$ cat config.mk
export PLATFORM = sky130hd
export DESIGN_NAME = shift_serializer_ctrl
export DESIGN_NICKNAME = d
export VERILOG_FILES = /design/src/rtl/shift_serializer_ctrl.sv
export SDC_FILE = /design/constraint.sdc
export NUM_CORES = 1
export LEC_CHECK = 0
export BUFFER_PORTS_ARGS = -buffer_cell sky130_fd_sc_hd__buf_2
export CORE_AREA = 8 8 45 47
export CTS_CLUSTER_DIAMETER = 40
export CTS_CLUSTER_SIZE = 24
export DETAILED_ROUTE_END_ITERATION = 7
export DIE_AREA = 0 0 53 55
export SETUP_SLACK_MARGIN = 0.5
export SYNTH_ARGS = -nofsm -noshare
export SYNTH_HDL_FRONTEND = slang
export SYNTH_SLANG_ARGS = --single-unit
export TNS_END_PERCENT = 100
$ cat constraint.sdc
create_clock -name clk_i -period 2.7 [get_ports clk_i]
set_input_delay 0.135 -clock clk_i [delete_from_list [all_inputs] [get_ports clk_i]]
set_output_delay 0.135 -clock clk_i [all_outputs]
set_load 0.02 [all_outputs]
$ cat src/rtl/shift_serializer_ctrl.sv
`default_nettype none
// ============================================================================
//  Module      : shift_serializer_ctrl
//  Description : Sequencer for an external parallel-load, left-shifting
//                register used as a parallel-to-serial converter (MSB first).
//                Accepts one word per ready/valid handshake and streams its
//                bits out over a second ready/valid handshake.
//                Optional macro SHIFT_SER_PARITY_EN appends an even-parity bit
//                after the last data bit of every word.
//  Revision    : 1.0 - initial release
// ============================================================================
module shift_serializer_ctrl #(
    parameter int   width_p = 8,
    parameter logic fill_p  = 1'b0
) (
    input  logic               clk_i,
    input  logic               reset_i,
    input  logic               valid_i,
    output logic               ready_o,
    input  logic [width_p-1:0] data_i,
    output logic               shift_load_o,
    output logic               shift_enable_o,
    output logic               shift_d_o,
    output logic [width_p-1:0] shift_data_o,
    input  logic               shift_msb_i,
    output logic               valid_o,
    output logic               serial_o,
    input  logic               ready_i,
    output logic               word_done_o
);

    localparam int c_cnt_w = $clog2(width_p + 1);

    localparam logic [1:0] c_st_idle   = 2'd0;
    localparam logic [1:0] c_st_shift  = 2'd1;
`ifdef SHIFT_SER_PARITY_EN
    localparam logic [1:0] c_st_parity = 2'd2;
`endif

    logic [1:0]         r_state;
    logic [c_cnt_w-1:0] r_cnt;

    logic w_in_idle;
    logic w_in_shift;
    logic w_in_parity;
    logic w_bit_hs;
    logic w_last_bit_hs;
    logic w_parity_bit;

    assign w_in_idle     = (r_state == c_st_idle);
    assign w_in_shift    = (r_state == c_st_shift);
    assign w_bit_hs      = w_in_shift & ready_i & ~reset_i;
    assign w_last_bit_hs = w_bit_hs & (r_cnt == c_cnt_w'(1));

`ifdef SHIFT_SER_PARITY_EN
    logic r_parity;

    assign w_in_parity  = (r_state == c_st_parity);
    assign w_parity_bit = r_parity;
    // The parity handshake, not the last data bit, closes the word.
    assign word_done_o  = w_in_parity & ready_i & ~reset_i;

    // Running even parity over the data bits actually shifted out.
    always_ff @(posedge clk_i) begin
        if (reset_i) begin
            r_parity <= 1'b0;
        end else if (w_in_idle && valid_i) begin
            r_parity <= 1'b0;
        end else if (w_in_shift && ready_i) begin
            r_parity <= r_parity ^ shift_msb_i;
        end
    end
`else
    assign w_in_parity  = 1'b0;
    assign w_parity_bit = 1'b0;
    assign word_done_o  = w_last_bit_hs;
`endif

    // Handshake and register-control outputs; reset forces all of them low.
    assign ready_o        = w_in_idle & ~reset_i;
    assign shift_load_o   = ready_o & valid_i;
    assign shift_enable_o = w_bit_hs;
    assign valid_o        = (w_in_shift | w_in_parity) & ~reset_i;
    assign serial_o       = ~reset_i & (w_in_shift ? shift_msb_i : w_parity_bit);
    assign shift_d_o      = fill_p;
    assign shift_data_o   = data_i;

    // Word sequencing: load in IDLE, count bits down in SHIFT.
    always_ff @(posedge clk_i) begin
        if (reset_i) begin
            r_state <= c_st_idle;
            r_cnt   <= '0;
        end else begin
            case (r_state)
                c_st_idle: begin
                    if (valid_i) begin
                        r_cnt   <= c_cnt_w'(width_p);
                        r_state <= c_st_shift;
                    end
                end
                c_st_shift: begin
                    if (ready_i) begin
                        r_cnt <= r_cnt - c_cnt_w'(1);
                        if (r_cnt == c_cnt_w'(1)) begin
`ifdef SHIFT_SER_PARITY_EN
                            r_state <= c_st_parity;
`else
                            r_state <= c_st_idle;
`endif
                        end
                    end
                end
`ifdef SHIFT_SER_PARITY_EN
                c_st_parity: begin
                    if (ready_i) begin
                        r_state <= c_st_idle;
                    end
                end
`endif
                default: begin
                    r_state <= c_st_idle;
                end
            endcase
        end
    end

endmodule
`default_nettype wire
==> impl_metrics.yaml <==
run_status:
  status: "finished clean"
run:
  maxCapViolations: 0
worst_setup_path:
  arrival_ns: 1.42
  crit_type: "reg2out"
  worst_setup_path_start_kind: "flop"
  endpoint_kind: "primary output"
  crit_path_start: "r_cnt[1]$_SDFFE_PP0P_"
  cp_data_required_time_ns: 2.57
  r2r_start: "r_state[0]$_SDFFE_PP0P_"
  cp_max_fo: 3
routing:
  firstDrtPassIters: 2
  drt-total-wl_um: 760
  viasPerCell: 4.65
  postRouteAntennaNets: 0
  met1_length_um: 373
  vias: 307
  wl_per_cell_um: 11.5
  dr_wl_met3_um: 71
  wl_met2_um: 315
  routed.top_layer: "met3"
  drcViolationCount: 0
  initialDrtViolationCount: 3
floorplanning:
  ios: 28
  core_area_um2: 1380
  die-area_um2: 2920
  die_w_um: 53
  die_y_um: 55
  initial_core_util_pct: 28.8
  num_rows: 14
place:
  pre_cts_slack_ns: 1.40
  gp_congestion: 0.732
  postPlaceCellArea_um2: 395
  dpl.cell_count: 62
  io_buffers: 10
cells_and_area:
  syn2layout_area_growth_pct: 5.97
  final-seq-area_um2: 100
  final_cell_area_um2: 422
  diodes: 0
  finalCoreUtilization_pct: 30.5
  multiInputGateArea_um2: 218
  stdcell_count: 66
  fill_cells: 148
  final_cell_mix: "10 x buf_2, 5 x dfxtp_1, 3 x and2_1, 3 x clkbuf_4"
  mostFrequentLayoutCell: "buf_2"
  nNetsFinal: 66
  drive_gt1_share_pct: 38.0
power:
  seq_power_share_pct: 41.7
  p_int_mw: 0.155
  ir_worst_vdd_mv: 0.281
  switching_share_pct: 26.7
  power.density_nw_per_um2: 500
  comb_power_share_pct: 19.4
  power_switching_mw: 0.0564
  clock_power_share_pct: 38.9
  p_total_mw: 0.211
  p_leak_nw: 0.181
cts:
  cts_buffer_depth: 2
  clk-insertion-delay-late_ns: 0.23
  post_cts_buffers: 0
  cts_tree: "done"
  ctsHtreeMaxLevel: 1
  ctsResizeCount: 0
  holdBufCountCts: 0
  cts.clk_slew.worst_paths_ns: 0.04
  cts-root-buf: "clkbuf_4"
  cts_inserted_buffers: 3
  cts_sinks: 5
sta:
  final.setup.tns_ns: 0
  timing.fmax_ghz: 0.644
  holdWs_ns: 0.159
  final_max_slew_viol_count: 0
  rsz0062_at_grt: "no"
  finClkSkew_ns: 0.00166
  worst_slack_ns: 1.15
  finalHoldViolCount: 0
  period_minus_slack_ns: 1.55
  fin_crit_sh_pct: 57.5
  finalSetupViolCount: 0
global_routing:
  grt.overflow.total: 0
  grt_use_total_pct: 5.74
  antenna_found_initial: 0
  grt_pass1_wl_mm: 1.22
  grt_pass1_vias: 313
  grt_max_degree: 14
synth:
  syn_inst: 46
  ys_types: 26
  ys_warn_count: 0
  synth_compound_area_share_pct: 12.3
  syn-cell-area_um2: 398
  syn_nets: 61
  yosys.area_share.adder_pct: 6.29
  yosys_register_bits: 5
  synth_top_family_by_area: "simple AND/OR/NAND/NOR gates"
  avgSynthCellArea_um2: 8.65
  synthSimpleGateAreaFrac_pct: 33.0
  synthMuxAreaShare_pct: 0
  seq_area_frac_synth_pct: 25.2
  synth-xor-area-share_pct: 2.20
hold_path:
  holdCritPathClass: "in2reg"
  hp-start: "reset_i"
final cells by class:
class                           count  share of cell area, %
Clock buffer                        4                   6.23
Timing Repair Buffer               10                   11.9
Sequential cell                     5                   23.7
Inverter                            2                   1.78
Tap cell                           16                   4.75
Multi-Input combinational cell     29                   51.6
state kept, by name (all words and copies together) (netlist names):
| register | cells |
|---|---|
| r_state | 1 |
| r_cnt | 4 |
synth_stat cells:
cell type  number  share of area, %
nand4b_1        1               2.2
and2_1          3               4.7
ha_1            2               6.3
and2b_2         1               2.2
nor3_1          1               1.3
or3_1           1               1.6
nor2b_1         1               1.6
inv_1           2               1.9
a31oi_1         1               1.6
xnor2_1         1               2.2
nor4b_4         1               6.0
or3b_2          1               2.2
buf_2           1               1.3
buf_4           9                17
and4bb_2        1               3.1
a21oi_1         2               2.5
nand2_1         2               1.9
dfxtp_1         5                25
nand3_1         2               2.5
o21ai_0         1               1.3
conb_1          1              0.94
o211ai_1        1               1.9
nor2_1          2               1.9
a211oi_2        1               3.1
a211oi_1        1               1.9
and2_2          1               1.9
cells by family (layout without fill, tap and decap cells):
group	after synthesis	count (layout)
other	1	1
XOR/XNOR	1	1
AO/OA/AOI/OAI	7	7
adder cells (fa/ha/maj)	2	2
buffers and inverters	12	16
AND/OR/NAND/NOR	18	18
flip-flops	5	5
power by group through the flow:
stage,Clock (mW),Combinational (mW),Sequential [mW]
floorplan,0,0.0498,0.0852
global placement,0,0.0408,0.0893
detailed placement,0,0.0414,0.0893
CTS,0.0870,0.0418,0.0879
global route,0.0915,0.0459,0.0891
finish,0.0820,0.0409,0.0881
per-layer routing:
layer / up-vias / GRT usage, %
met5: - / 0
met4: 0 / 4.74
met3: 0 / 3.21
met2: 15 / 7.81
met1: 138 / 6.38
li1: 154 / -
critical path, stage by stage (launching register included):
cell      delay (ns)
dfxtp_1         0.38
inv_1           0.09
ha_1            0.18
and4bb_2        0.23
and2_1          0.15
buf_2           0.15
path summary, 6_finish.rpt:
kind	slack (ns)	to	cells past startpoint
min	0.16	r_cnt[3]$_SDFFE_PP0P_	2
min reg2reg	0.55	r_cnt[0]$_SDFFE_PP0P_	2
max	1.15	word_done_o	5
max reg2reg	1.52	r_cnt[2]$_SDFFE_PP0P_	2
(Power assumes the default switching activity.)
